[config.mk]
export PLATFORM = sky130hd
export DESIGN_NAME = hazard_interlock_ctrl
export DESIGN_NICKNAME = d
export VERILOG_FILES = /design/src/rtl/hazard_interlock_ctrl_pkg.sv /design/src/rtl/hazard_interlock_ctrl_reg_scoreboard.sv /design/src/rtl/hazard_interlock_ctrl.sv
export SDC_FILE = /design/constraint.sdc
export NUM_CORES = 1
export LEC_CHECK = 0
export CAP_MARGIN = 20
export CORE_ASPECT_RATIO = 1.75
export CORE_UTILIZATION = 35
export CTS_BUF_LIST = sky130_fd_sc_hd__clkbuf_8
export DETAILED_ROUTE_END_ITERATION = 10
export HOLD_SLACK_MARGIN = 0.1
export PLACE_DENSITY_LB_ADDON = 0.2
export SLEW_MARGIN = 20
export SYNTH_ARGS = -nofsm -noshare
export SYNTH_HDL_FRONTEND = slang
export SYNTH_SLANG_ARGS = --single-unit
[constraint.sdc]
create_clock -name clk -period 4.2 [get_ports clk]
set_input_delay 0.84 -clock clk [delete_from_list [all_inputs] [get_ports clk]]
set_output_delay 0.84 -clock clk [all_outputs]
set_load 0.05 [all_outputs]
[src/rtl/hazard_interlock_ctrl_pkg.sv]
// SimpleRISC opcode map and operand-class helpers shared by the issue controller.
package simplerisc_pkg;

  localparam logic [4:0] OP_ADD  = 5'b00000;
  localparam logic [4:0] OP_SUB  = 5'b00001;
  localparam logic [4:0] OP_MUL  = 5'b00010;
  localparam logic [4:0] OP_DIV  = 5'b00011;
  localparam logic [4:0] OP_MOD  = 5'b00100;
  localparam logic [4:0] OP_CMP  = 5'b00101;
  localparam logic [4:0] OP_AND  = 5'b00110;
  localparam logic [4:0] OP_OR   = 5'b00111;
  localparam logic [4:0] OP_NOT  = 5'b01000;
  localparam logic [4:0] OP_MOV  = 5'b01001;
  localparam logic [4:0] OP_LSL  = 5'b01010;
  localparam logic [4:0] OP_LSR  = 5'b01011;
  localparam logic [4:0] OP_ASR  = 5'b01100;
  localparam logic [4:0] OP_NOP  = 5'b01101;
  localparam logic [4:0] OP_LD   = 5'b01110;
  localparam logic [4:0] OP_ST   = 5'b01111;
  localparam logic [4:0] OP_BEQ  = 5'b10000;
  localparam logic [4:0] OP_BGT  = 5'b10001;
  localparam logic [4:0] OP_B    = 5'b10010;
  localparam logic [4:0] OP_CALL = 5'b10011;
  localparam logic [4:0] OP_RET  = 5'b10100;

  localparam logic [3:0]  RA_REG    = 4'd15;
  localparam int unsigned NUM_CNT   = 17;
  // Scoreboard slot 16 tracks the flags register.
  localparam logic [4:0]  FLAGS_IDX = 5'd16;

  typedef enum logic {RUN, BR_WAIT} ic_state_e;

  function automatic logic writes_rd(input logic [4:0] op);
    return op inside {OP_ADD, OP_SUB, OP_MUL, OP_DIV, OP_MOD, OP_AND, OP_OR,
                      OP_NOT, OP_MOV, OP_LSL, OP_LSR, OP_ASR, OP_LD};
  endfunction

  function automatic logic reads_rs1(input logic [4:0] op);
    return (writes_rd(op) && !(op inside {OP_NOT, OP_MOV})) || op == OP_CMP || op == OP_ST;
  endfunction

  function automatic logic reads_rs2(input logic [4:0] op, input logic imm);
    return !imm && (reads_rs1(op) || op == OP_NOT || op == OP_MOV);
  endfunction

  function automatic logic reads_rd(input logic [4:0] op);
    return op == OP_ST;
  endfunction

  function automatic logic reads_flags(input logic [4:0] op);
    return op == OP_BEQ || op == OP_BGT;
  endfunction

  function automatic logic is_ctrl(input logic [4:0] op);
    return op inside {OP_B, OP_BEQ, OP_BGT, OP_CALL, OP_RET};
  endfunction

  function automatic logic is_ld(input logic [4:0] op);
    return op == OP_LD;
  endfunction

endpackage

[src/rtl/hazard_interlock_ctrl_reg_scoreboard.sv]
// Per-register countdown scoreboard: one write port, three combinational read ports.
module reg_scoreboard
  import simplerisc_pkg::*;
#(
  parameter int unsigned CNT_W = 3
) (
  input  logic             clk,
  input  logic             rst_n,
  input  logic             set_en_i,
  input  logic [4:0]       set_addr_i,
  input  logic [CNT_W-1:0] set_val_i,
  input  logic [4:0]       rd_addr_a_i,
  input  logic [4:0]       rd_addr_b_i,
  input  logic [4:0]       rd_addr_c_i,
  output logic [CNT_W-1:0] rd_cnt_a_o,
  output logic [CNT_W-1:0] rd_cnt_b_o,
  output logic [CNT_W-1:0] rd_cnt_c_o
);

  logic [CNT_W-1:0] cnt_q [NUM_CNT];
  logic [CNT_W-1:0] cnt_d [NUM_CNT];

  // A same-cycle load takes precedence over the free-running decrement.
  always_comb begin
    for (int unsigned i = 0; i < NUM_CNT; i++) begin
      cnt_d[i] = cnt_q[i];
      if (cnt_q[i] != '0) cnt_d[i] = cnt_q[i] - CNT_W'(1);
      if (set_en_i && set_addr_i == 5'(i)) cnt_d[i] = set_val_i;
    end
  end

  always_comb begin
    rd_cnt_a_o = '0;
    rd_cnt_b_o = '0;
    rd_cnt_c_o = '0;
    for (int unsigned i = 0; i < NUM_CNT; i++) begin
      if (rd_addr_a_i == 5'(i)) rd_cnt_a_o = cnt_q[i];
      if (rd_addr_b_i == 5'(i)) rd_cnt_b_o = cnt_q[i];
      if (rd_addr_c_i == 5'(i)) rd_cnt_c_o = cnt_q[i];
    end
  end

  always_ff @(posedge clk or negedge rst_n) begin
    if (!rst_n) begin
      for (int unsigned i = 0; i < NUM_CNT; i++) cnt_q[i] <= '0;
    end else begin
      for (int unsigned i = 0; i < NUM_CNT; i++) cnt_q[i] <= cnt_d[i];
    end
  end

endmodule

[src/rtl/hazard_interlock_ctrl.sv]
// Decode-to-execute issue controller: RAW interlock via scoreboard, wrong-path flush after branches.
module hazard_interlock_ctrl
  import simplerisc_pkg::*;
#(
  parameter int unsigned WB_DIST    = 3,
  parameter int unsigned LD_DIST    = 4,
  parameter int unsigned FLAG_DIST  = 2,
  parameter int unsigned BR_BUBBLES = 2
) (
  input  logic       clk,
  input  logic       rst,
  input  logic       id_valid,
  input  logic [4:0] id_opcode,
  input  logic       id_imm,
  input  logic [3:0] id_rs1,
  input  logic [3:0] id_rs2,
  input  logic [3:0] id_rd,
  output logic       issue,
  output logic       stall_if_id,
  output logic       bubble_id_ex,
  output logic       flush_if_id
);

  localparam int unsigned MAX_WL   = (WB_DIST > LD_DIST) ? WB_DIST : LD_DIST;
  localparam int unsigned MAX_DIST = (MAX_WL > FLAG_DIST) ? MAX_WL : FLAG_DIST;
  localparam int unsigned CNT_W    = $clog2(MAX_DIST + 1);
  localparam int unsigned BRC_W    = (BR_BUBBLES < 2) ? 1 : $clog2(BR_BUBBLES + 1);

  ic_state_e        state_q;
  logic [BRC_W-1:0] brc_q;

  logic [4:0]       addr_a, addr_b, addr_c, set_addr;
  logic             use_a, use_b, use_c, hazard, set_en;
  logic [CNT_W-1:0] cnt_a, cnt_b, cnt_c, set_val;

  // ret checks r15 and beq/bgt check flags through the RS1 read port.
  always_comb begin
    addr_a = {1'b0, id_rs1};
    use_a  = reads_rs1(id_opcode);
    if (id_opcode == OP_RET) begin
      addr_a = {1'b0, RA_REG};
      use_a  = 1'b1;
    end else if (reads_flags(id_opcode)) begin
      addr_a = FLAGS_IDX;
      use_a  = 1'b1;
    end
    addr_b = {1'b0, id_rs2};
    use_b  = reads_rs2(id_opcode, id_imm);
    addr_c = {1'b0, id_rd};
    use_c  = reads_rd(id_opcode);
  end

  assign hazard = id_valid && ((use_a && cnt_a != '0) ||
                               (use_b && cnt_b != '0) ||
                               (use_c && cnt_c != '0));

  always_comb begin
    issue        = 1'b0;
    stall_if_id  = 1'b0;
    bubble_id_ex = 1'b0;
    flush_if_id  = 1'b0;
    if (rst) begin
      if (state_q == BR_WAIT) begin
        flush_if_id  = 1'b1;
        bubble_id_ex = 1'b1;
      end else if (!id_valid) begin
        bubble_id_ex = 1'b1;
      end else if (hazard) begin
        stall_if_id  = 1'b1;
        bubble_id_ex = 1'b1;
      end else begin
        issue = 1'b1;
      end
    end
  end

  always_comb begin
    set_en   = issue && (writes_rd(id_opcode) || id_opcode == OP_CMP || id_opcode == OP_CALL);
    set_addr = {1'b0, id_rd};
    set_val  = CNT_W'(WB_DIST);
    if (id_opcode == OP_CMP) begin
      set_addr = FLAGS_IDX;
      set_val  = CNT_W'(FLAG_DIST);
    end else if (id_opcode == OP_CALL) begin
      set_addr = {1'b0, RA_REG};
    end else if (is_ld(id_opcode)) begin
      set_val  = CNT_W'(LD_DIST);
    end
  end

  reg_scoreboard #(.CNT_W(CNT_W)) u_sb (
    .clk        (clk),
    .rst_n      (rst),
    .set_en_i   (set_en),
    .set_addr_i (set_addr),
    .set_val_i  (set_val),
    .rd_addr_a_i(addr_a),
    .rd_addr_b_i(addr_b),
    .rd_addr_c_i(addr_c),
    .rd_cnt_a_o (cnt_a),
    .rd_cnt_b_o (cnt_b),
    .rd_cnt_c_o (cnt_c)
  );

  always_ff @(posedge clk or negedge rst) begin
    if (!rst) begin
      state_q <= RUN;
      brc_q   <= '0;
    end else begin
      case (state_q)
        RUN: begin
          if (issue && is_ctrl(id_opcode) && BR_BUBBLES != 0) begin
            state_q <= BR_WAIT;
            brc_q   <= BRC_W'(BR_BUBBLES);
          end
        end
        BR_WAIT: begin
          brc_q <= brc_q - BRC_W'(1);
          if (brc_q <= BRC_W'(1)) state_q <= RUN;
        end
        default: state_q <= RUN;
      endcase
    end
  end

endmodule

=== Yosys cells after proc, flatten, opt, wreduce, memory -nomap -nowiden ===
Cells that the tools add are included.

* Bits of input ports: 21
* Output and inout bits: 4
* Flip-flop bits (word level): 54
* Logic and storage cells: 312

* $lt $le $gt $ge: 1
* Bitwise operators: 1
* Equal/unequal tests: 82
* Reduce and logical (&&, ||, !) cells: 81
* Add/subtract/negate cells: 18
* Mux-type cells: 110

{| class="wikitable"
|+ Operator list
! operator !! count
|-
| $mux W3 || 86
|-
| $eq A5 B4 Y1 const B || 23
|-
| $eq A4 B4 Y1 const B || 16
|-
| $eq A5 B3 Y1 const B || 12
|-
| $reduce_bool A3 Y1 || 20
|-
| $sub A3 B1 Y3 const B || 17
|-
| $reduce_bool A2 Y1 || 18
|-
| $eq A5 B5 Y1 const B || 7
|-
| $eq A4 B3 Y1 const B || 8
|-
| $eq A5 B2 Y1 const B || 6
|-
| $logic_and A1 B1 Y1 || 25
|-
| $logic_not A5 Y1 || 5
|-
| $mux W1 || 17
|-
| $eq A4 B2 Y1 const B || 4
|-
| $eq A5 B1 Y1 const B || 3
|-
| $mux W5 || 3
|-
| $reduce_bool A13 Y1 || 1
|-
| $logic_or A1 B1 Y1 || 9
|-
| $eq A4 B1 Y1 const B || 2
|-
| $reduce_bool A5 Y1 || 1
|-
| $mux W4 || 1
|-
| $pmux W2 S2 || 1
|-
| $le A2 B1 Y1 const B || 1
|-
| $logic_not A1 Y1 || 2
|-
| other kinds (5) || 5
|}

=== Longest topological paths before layout ===
Gate-level depths: netlist of run 1.

* Word-level depth: 34
* Depth in mapped cells: 12
* Mapped depth without buffers: 8

=== Modules after synthesis ===
A second synthesis of run 1 with hierarchy kept.

* Cells, all modules: 709
* Area total of the unflattened synthesis: 5,418.9 um^2

{| class="wikitable"
|+ Modules (own cells, without submodules)
! module !! cells each !! seq. area each (um^2) !! times used !! area an instance (um^2)
|-
| reg_scoreboard || 635 || 1,276.2 || 1 || 4,932.2
|-
| hazard_interlock_ctrl || 74 || 75.1 || 1 || 486.7
|}

=== Worst setup path before layout of run 1 ===
Ideal clock, no wire load.

* Path kind: in2out
* Start point: input id_opcode[3]
* End point: output stall_if_id
* Path slack: -0.045 ns
* Stages on the path: 9
* Path buffers: 2
* Required time: 3.360 ns
* Data arrival time: 3.405 ns
* Cells stage by stage: or3b_2 > o211ai_1 > o31ai_1 > a21o_1 > a211o_1 > o221a_2 > buf_2 > buf_4 > a21oi_1

* Word-level cells in the longest chain between the ends: 31
* Elaborated cells between the ends (all ways): 77
* Classes of those cells: 33 x eq/ne; 25 x mux; 19 x reduce/logical

{| class="wikitable"
|+ Ends and longest elaborated chain
! item !! RTL line !! source
|-
| start: declaration || hazard_interlock_ctrl.sv:13 || <nowiki>input logic [4:0] id_opcode,</nowiki>
|-
| $eq A5 B5 Y1 || hazard_interlock_ctrl_pkg.sv:51 || <nowiki>return op == OP_BEQ || op == OP_BGT;</nowiki>
|-
| $logic_or A1 B1 Y1 || hazard_interlock_ctrl_pkg.sv:51 ||
|-
| $mux W5 || hazard_interlock_ctrl.sv:43 || <nowiki>end else if (reads_flags(id_opcode)) begin</nowiki>
|-
| $mux W5 || hazard_interlock_ctrl.sv:40 || <nowiki>if (id_opcode == OP_RET) begin</nowiki>
|-
| $logic_not A5 Y1 || hazard_interlock_ctrl_reg_scoreboard.sv:37 || <nowiki>if (rd_addr_a_i == 5'(i)) rd_cnt_a_o = cnt_q[i];</nowiki>
|-
| $mux W3 (17 in series) || hazard_interlock_ctrl_reg_scoreboard.sv:37 ||
|-
| $reduce_bool A3 Y1 || hazard_interlock_ctrl.sv:53 || <nowiki>assign hazard = id_valid && ((use_a && cnt_a != '0) ||</nowiki>
|-
| $logic_and A1 B1 Y1 || hazard_interlock_ctrl.sv:53 ||
|-
| $logic_or A1 B1 Y1 || hazard_interlock_ctrl.sv:53 ||
|-
| $logic_or A1 B1 Y1 (*) || hazard_interlock_ctrl.sv:54 || <nowiki>(use_b && cnt_b != '0) ||</nowiki>
|-
| $logic_and A1 B1 Y1 (*) || hazard_interlock_ctrl.sv:53 ||
|-
| $mux W1 (*) || hazard_interlock_ctrl.sv:68 || <nowiki>end else if (hazard) begin</nowiki>
|-
| $mux W1 (*) || hazard_interlock_ctrl.sv:66 || <nowiki>end else if (!id_valid) begin</nowiki>
|-
| $mux W1 (*) || hazard_interlock_ctrl.sv:63 || <nowiki>if (state_q == BR_WAIT) begin</nowiki>
|-
| $mux W1 (*) || hazard_interlock_ctrl.sv:62 || <nowiki>if (rst) begin</nowiki>
|-
| end: declaration || hazard_interlock_ctrl.sv:19 || <nowiki>output logic stall_if_id,</nowiki>
|}

Mark *: on every way between the ends. The rest lies on a longest branch, timed or not.

=== Final worst setup path of run 1 ===
* Start point: input id_rs1[3]
* End point: output bubble_id_ex

* Word-level cells in the longest chain between the ends: 29
* Elaborated cells between the ends (all ways): 45
* Classes of those cells: 16 x eq/ne; 23 x mux; 6 x reduce/logical

{| class="wikitable"
|+ Ends and longest elaborated chain
! item !! RTL line !! source
|-
| start: declaration || hazard_interlock_ctrl.sv:15 || <nowiki>input logic [3:0] id_rs1,</nowiki>
|-
| $mux W5 (*) || hazard_interlock_ctrl.sv:43 ||
|-
| $mux W5 (*) || hazard_interlock_ctrl.sv:40 ||
|-
| $logic_not A5 Y1 || hazard_interlock_ctrl_reg_scoreboard.sv:37 ||
|-
| $mux W3 (16 in series) || hazard_interlock_ctrl_reg_scoreboard.sv:37 ||
|-
| $mux W3 (*) || hazard_interlock_ctrl_reg_scoreboard.sv:37 ||
|-
| $reduce_bool A3 Y1 (*) || hazard_interlock_ctrl.sv:53 ||
|-
| $logic_and A1 B1 Y1 (*) || hazard_interlock_ctrl.sv:53 ||
|-
| $logic_or A1 B1 Y1 (*) || hazard_interlock_ctrl.sv:53 ||
|-
| $logic_or A1 B1 Y1 (*) || hazard_interlock_ctrl.sv:54 ||
|-
| $logic_and A1 B1 Y1 (*) || hazard_interlock_ctrl.sv:53 ||
|-
| $mux W1 (*) || hazard_interlock_ctrl.sv:68 ||
|-
| $mux W1 (*) || hazard_interlock_ctrl.sv:66 ||
|-
| $mux W1 (*) || hazard_interlock_ctrl.sv:63 ||
|-
| $mux W1 (*) || hazard_interlock_ctrl.sv:62 ||
|-
| end: declaration || hazard_interlock_ctrl.sv:20 || <nowiki>output logic bubble_id_ex,</nowiki>
|}

Marks and branches as above.

==> impl_results.md, run 1 <==
- Placer Congestion: roughly 0.93
- Crit end category: output pin
- Residual DRC: 0
- Max incr delay on CP: 0.52 ns
- Post-synthesis cell type count: 67
- Final WL: between 15000 and 20000 microns
- Syn Nets: approximately 660
- Drt pass-1 iters: 5
- First-pass GRT wire length: about 27000 microns
- Status: complete, no violations
- Mux contribution to synthesized area: 0.167
- Vias: just under 5000
- Clock skew: 0.00902 ns
- Chip width: ~94 microns
- FF-to-FF setup slack: 1.01 ns
- Die footprint: around 15000 sq um
- Final hold violation count: 0
- Clock Path Buffers: 2
- CTS tree: done
- Setup violations, final: 0
- Leakage: around 3.1 nW
- Drt wl/cell: 20.4 microns
- Grt ovf: 0
- Die height: approximately 160 microns
- Number of synthesized flops with an enable pin: 0
- Worst hold slack: 0.425 ns
- Most frequent cells in the layout: mux2i_1 (73), buf_4 (63), dfrtp_1 (54), nor2_1 (50), inv_1 (45)
- # hold bufs at CTS: 0
- H-tree Lvls: 2
- Main combinational cell family by area after synthesis: simple AND/OR/NAND/NOR gates
- FF+latch count, synth: 54
- Top post-synthesis cells by area: dfrtp_1 (26%), mux2i_1 (14%), ha_1 (8.5%)
- Post-DRT Antenna Nets: 0
- Tcrit/Tclk final: 0.981
- Area Growth Syn to Fin: 21.4%
- Met1 Wirelength: approximately 6400 microns
- Gr usage total: 0.237
- Post-synth top area share: 0.261
- Most common cell after layout, fill and taps aside: mux2i_1
- Worst path slowest cell: clkdlybuf4s50_1
- Met3 wire len: ~570 microns
- # IOs: 25
- Layout cells sized above 1: 0.175
- Synth area leader: dfrtp_1
- Seq/Total Area, Yosys: 0.261
- Worst Tran Pin Value: between 0.8 and 0.9 ns
- Mapped Area: just over 5000 sq um
- Max frequency: ~0.24 GHz
- Later-pin clock latency in the skew report: about 0.33 ns
- Simple-Gate Fraction of Synth Area: 0.228
- Worst slew margin: 0.435
- Ant diodes: 0
- Max_cap viols: 0
- Largest net degree at the start of global routing: 44
- Clk sinks: 54
- Starting Density: 0.360
- CTS root buf: clkbuf_8
- Crit path cell chain: clkdlybuf4s50_1 > buf_4 > nand2b_1 > o31a_1 > o221ai_1 > a21oi_1 > nor2_1 > o221a_4 > nand2_2 > o31a_1 > buf_6
- Post-detail-place hpwl: around 14000 microns
- WS Path Type: input pin to output pin
- Num CTS Buffers: 5
- 1st-iter DRT viols: 308
- Arrival time worst endpoint: ~3.3 ns
- Final net count: approximately 730
- Synthesis Warnings: 0
- CP max FO: 10
- Antenna violations before repair: 0
- Async S/R FF share, synth: 1.00
- Worst Path Required: between 3 and 4 ns
- Cell mode on critical path: o31a_1
- Vias in the first global route: 5023
- PortBufs: 24
- Metal2 WL: 9530 microns
- VDD IR max: approximately 180 uV
- Worst Hold Class: input pin to asynchronous set/reset pin
- Top FF cell, synth: dfrtp_1
- Post-synthesis adder-cell area fraction: 0.0847
- Final worst-path setup slack: a little over 0.08 ns
- DR top layer: met4
- Post-Synth XOR/XNOR Area: 0.0288
- Vias/cell: 5.77
- Clock slew at reported path FFs: around 0.10 ns
- Tot Pwr: between 3 and 4 mW
- Startpoint Class: input pin
- Mapped Cells: 605
- Syn Area/Cell: ~8.5 sq um
- CORE AREA: 14400 sq um
- Pwr dens: roughly 550 nW/um^2
- Compound-Gate Fraction of Synth Area: 0.167
- Site Rows: 58
- Period minus WS final: between 4 and 5 ns
- Placement Setup Slack: -0.0957 ns
- Max Slew Vio Count: 0
## sequential cells by signal, indices dropped and copies added, names as in the netlist
name	cells
state_q	1
u_sb.cnt_q	51
brc_q	2
## final timing paths
path | startpoint | endpoint | cells after the start
min in group clk | brc_q[1] | brc_q[1] | 1
worst max-delay path | id_rs1[3] | bubble_id_ex | 11
worst min register to register | brc_q[1] | brc_q[1] | 1
max in group asynchronous | rst | u_sb.cnt_q[38] | 2
worst max register to register | u_sb.cnt_q[17] | u_sb.cnt_q[12] | 12
worst min-delay path | rst | u_sb.cnt_q[50] | 1
## through the flow
stage | area (sq um) | util | instances | TNS, ns
6_report | 6280 | 0.437 | 854 | 0
5_1_grt | 6280 | 0.437 | 854 | -0.00121
4_1_cts | 6170 | 0.429 | 850 | 0
3_5_place_dp | 5990 | 0.417 | 836 | -0.171
3_3_place_gp | 5990 | 0.417 | 836 | -0.0718
2_1_floorplan | 5170 | - | 605 | 0
## report_power, final
group          switching, mW  internal, mW
Combinational          0.987         0.908
Clock                  0.186         0.131
Sequential             0.430         0.802
Total                   1.60          1.84
## timing repair
| item | 4_1_cts | 5_1_grt |
|---|---|---|
| endpoints found under the setup margin | 3 | 3 |
| pin swaps | 5 | 4 |
| buffers inserted | 6 | 4 |
| resized for setup | 12 | 17 |
| endpoints found under the hold margin | 0 | 0 |
## area by class of cell
| type | count | area (sq um) |
|---|---|---|
| Fill cell | 1463 | 8090 |
| Multi-Input combinational cell | 474 | 3600 |
| Sequential cell | 54 | 1350 |
| Timing Repair Buffer | 94 | 846 |
| Tap cell | 180 | 225 |
| Inverter | 44 | 165 |
| Clock buffer | 6 | 82.6 |
| Clock inverter | 2 | 8.76 |
## metal layers
layer  up-vias  global-route usage
met5         -                   0
met2       140               0.455
met4         0               0.122
met1      2419               0.250
li1       2319                   -
met3        50              0.0182
## logic make-up (layout without fill, tap and decap cells)
kind of cell	after synthesis	in the layout
flip-flops	54	54
XOR/XNOR	17	17
AND/OR/NAND/NOR	214	214
AO/OA/AOI/OAI	127	127
adder cells (fa/ha/maj)	35	35
buffers and inverters	77	146
multiplexers	81	81
## cell usage after synthesis, drive strengths merged, types with 4 or more instances
cell type / n
nor4: 8
o21ai: 39
nand2b: 31
clkbuf: 16
nand2: 43
nand3: 8
a21oi: 22
a21o: 7
mux2: 4
mux4: 4
nor2: 50
nor3b: 6
dfrtp: 54
o22ai: 6
o21a: 5
ha: 35
buf: 17
o32ai: 4
inv: 44
xnor2: 17
nor2b: 8
a31oi: 7
mux2i: 73
nand3b: 5
nor3: 19
nand4: 20
## worst max-delay path: cells and delay by family
family | cells | cell delay [ns]
buf+inv | 3 | 0.91
compound gates | 5 | 1.10
simple gates | 3 | 0.44
No activity file was read; power rests on OpenSTA's default activity.
==> inputs of run 2 (changes only) <==
--- a/config.mk
+++ b/config.mk
@@ -5,7 +5,7 @@
 export SDC_FILE = /design/constraint.sdc
 export NUM_CORES = 1
 export LEC_CHECK = 0
-export CAP_MARGIN = 20
+export ABC_AREA = 1
 export CORE_ASPECT_RATIO = 1.75
 export CORE_UTILIZATION = 35
 export CTS_BUF_LIST = sky130_fd_sc_hd__clkbuf_8
==> impl_results.md, run 2 <==
- Status: complete, no violations
- Vias: around 5600
- Worst hold slack: ~0.37 ns
- Leakage: between 3 and 4 nW
- Final worst-path setup slack: between 0.15 and 0.2 ns
- Number of synthesized flops with an enable pin: 0
- Syn Area/Cell: ~6.1 sq um
- Synth area leader: dfrtp_1
- CTS root buf: clkbuf_8
- Count leader, synth: nand2_1
- Starting Density: 0.360
- Clock skew: roughly 0.007 ns
- Final net count: 1004
- Worst Path Required: 3.36 ns
- Filler cell count: ~1600
- Async S/R FF share, synth: 1.00
- Most frequent cells in the layout: nand2_1 (247), inv_1 (147), nor2_1 (98), buf_4 (75), nand3_1 (56)
- Final WL: approximately 17000 microns
- Largest regs: u_sb.cnt_q x51, brc_q x2, state_q x1
- Post-DRT Antenna Nets: 0
- 1st-iter DRT viols: 233
- Placed Area: 6160 sq um
- Post-synth top area share: 0.261
- PortBufs: 24
- H-tree Lvls: 2
- Residual DRC: 0
- Placement Setup Slack: -0.332 ns
- Final core occ: 0.451
- Startpoint Class: input pin
- # IOs: 25
- Syn Nets: 900
- Later-pin clock latency in the skew report: approximately 0.33 ns
- Max_cap viols: 0
- Largest register FFs: about 50
- VDD IR max: between 150 and 200 uV
- Antenna violations before repair: 1
- Worst path slowest cell: dlygate4sd2_1
- Tcrit/Tclk final: 0.958
- Final hold violation count: 0
- Ant diodes: 0
- Clk sinks: 54
- Worst slew margin: 0.522
- Placer Congestion: roughly 1.0
- Biggest register: u_sb.cnt_q
- Mapped Area: between 5000 and 6000 sq um
- Cell family with the largest share of critical-path delay: simple AND/OR/NAND/NOR gates
- Tot Pwr: about 3.4 mW
- Multi-input combinational cell area: 3380 sq um
- # hold bufs at CTS: 0
- Cell mode on critical path: nand2_1
- Worst Tran Pin Value: 0.712 ns
- Num CTS Buffers: 5
- Crit path cell chain: dlygate4sd2_1 > inv_2 > nor2_1 > nand2_1 > o22ai_1 > a21oi_1 > nand3_1 > nor2_1 > nand3_1 > nor2_2 > nand3_1 > nand2_1 > nand2_1 > nand2_1 > nand2_1 > nand2_1 > nand2_1 > nand2_1 > nand2_1 > a21oi_2 > nand3_1 > nand2_1 > inv_1 > buf_6
- Drt wl/cell: 15.0 microns
- First-pass GRT wire length: around 27000 microns
- Synthesis Warnings: 0
- Largest net degree at the start of global routing: 47
- Fin Setup TNS: 0 ns
- Site Rows: slightly below 60
- Most common cell after layout, fill and taps aside: nand2_1
- Final cell count without fillers: 1129
- Drt pass-1 iters: 4
- Clock slew at reported path FFs: approximately 0.10 ns
- Chip width: 93.9 microns
- RSZ-0062 raised after global routing: yes
- Placed Cells: around 1100
- Die height: approximately 160 microns
- Max Slew Vio Count: 0
- Top post-synthesis cells by area: dfrtp_1 (26%), nand2_1 (18%), inv_1 (11%)
- CORE AREA: 14400 sq um
- Pwr dens: 530 nW/um^2
- Vias in the first global route: between 5000 and 6000
- Mapped Cells: between 800 and 900
- Top FF cell, synth: dfrtp_1
- Max frequency: approximately 0.25 GHz
- Die footprint: between 15000 and 20000 sq um
- Post-synthesis cell type count: 39
- CP max FO: 3
- Crit end category: output pin
- Arrival time worst endpoint: approximately 3.2 ns
- CTS tree: done
- Worst Hold Class: input pin to asynchronous set/reset pin
- Final instance area: between 6000 and 7000 sq um
- Clock Path Buffers: 2
- Gr usage total: 0.233
- Area Growth Syn to Fin: 25.2%
- Register area: around 1400 sq um
- Period minus WS final: approximately 4.0 ns
- Post-detail-place hpwl: about 14000 microns
- Seq/Total Area, Yosys: 0.261
- Grt ovf: 0
- Number of buffers and inverters on the critical path: 4
- Top post-synthesis cells by count: nand2_1 (253), inv_1 (151), nor2_1 (109)
- WS Path Type: input pin to output pin
- FF+latch count, synth: 54
- Setup violations, final: 0
- Vias/cell: ~5
- Layout cells sized above 1: 0.156
- Max incr delay on CP: 0.28 ns
-- run 2: per-layer routing --
layer | vias up | GRT usage | routed length [microns]
met3 | 57 | 0.0205 | 450
li1 | 2858 | - | -
met4 | 0 | 0.133 | 949
met1 | 2565 | 0.246 | 6480
met5 | - | 0 | 0
met2 | 119 | 0.437 | 9030
-- run 2: area by class of cell --
type | instances | share of cell area
multi-input combinational | 631 | 0.522
sequential | 54 | 0.209
timing repair buffer | 101 | 0.128
inverter | 155 | 0.0898
tap | 180 | 0.0348
clock buffer | 5 | 0.0106
clock inverter | 3 | 0.00579
-- run 2: path summary, 6_finish.rpt --
kind / from / end / slack, ns / cells past startpoint
worst min register to register: brc_q[0] / brc_q[0] / 0.49 / 1
min in group clk: brc_q[0] / brc_q[0] / 0.49 / 1
worst min-delay path: rst / u_sb.cnt_q[5] / 0.37 / 1
worst max register to register: u_sb.cnt_q[39] / u_sb.cnt_q[10] / 1.07 / 20
worst max-delay path: id_rd[0] / bubble_id_ex / 0.18 / 24
max in group asynchronous: rst / u_sb.cnt_q[46] / 2.92 / 2
-- run 2: worst register-to-register path, delay by kind of cell, from the launching register on --
| kind | cells | cell delay (ns) |
|---|---|---|
| buffers and inverters | 5 | 0.54 |
| flip-flops | 1 | 0.45 |
| AO/OA/AOI/OAI | 2 | 0.38 |
| AND/OR/NAND/NOR | 13 | 1.67 |
-- run 2: cells by family (layout without fill, tap and decap cells) --
group	after synthesis	count (layout)	synth area share
AND/OR/NAND/NOR	474	475	0.387
buffers and inverters	160	264	0.119
AO/OA/AOI/OAI	98	98	0.110
flip-flops	54	54	0.261
adder cells (fa/ha/maj)	35	35	0.0846
XOR/XNOR	22	22	0.0372
multiplexers	1	1	0.00193
-- run 2: power breakdown --
part / internal [mW] / switching (mW)
Combinational: 0.787 / 1.17
Sequential: 0.803 / 0.310
Clock: 0.174 / 0.192
-- run 2: what timing repair did --
action | 4_1_cts | 5_1_grt
cloned | 1 | 0
endpoints found under the setup margin | 3 | 3
setup buffers | 1 | 5
pin swaps | 10 | 25
resized for setup | 30 | 48
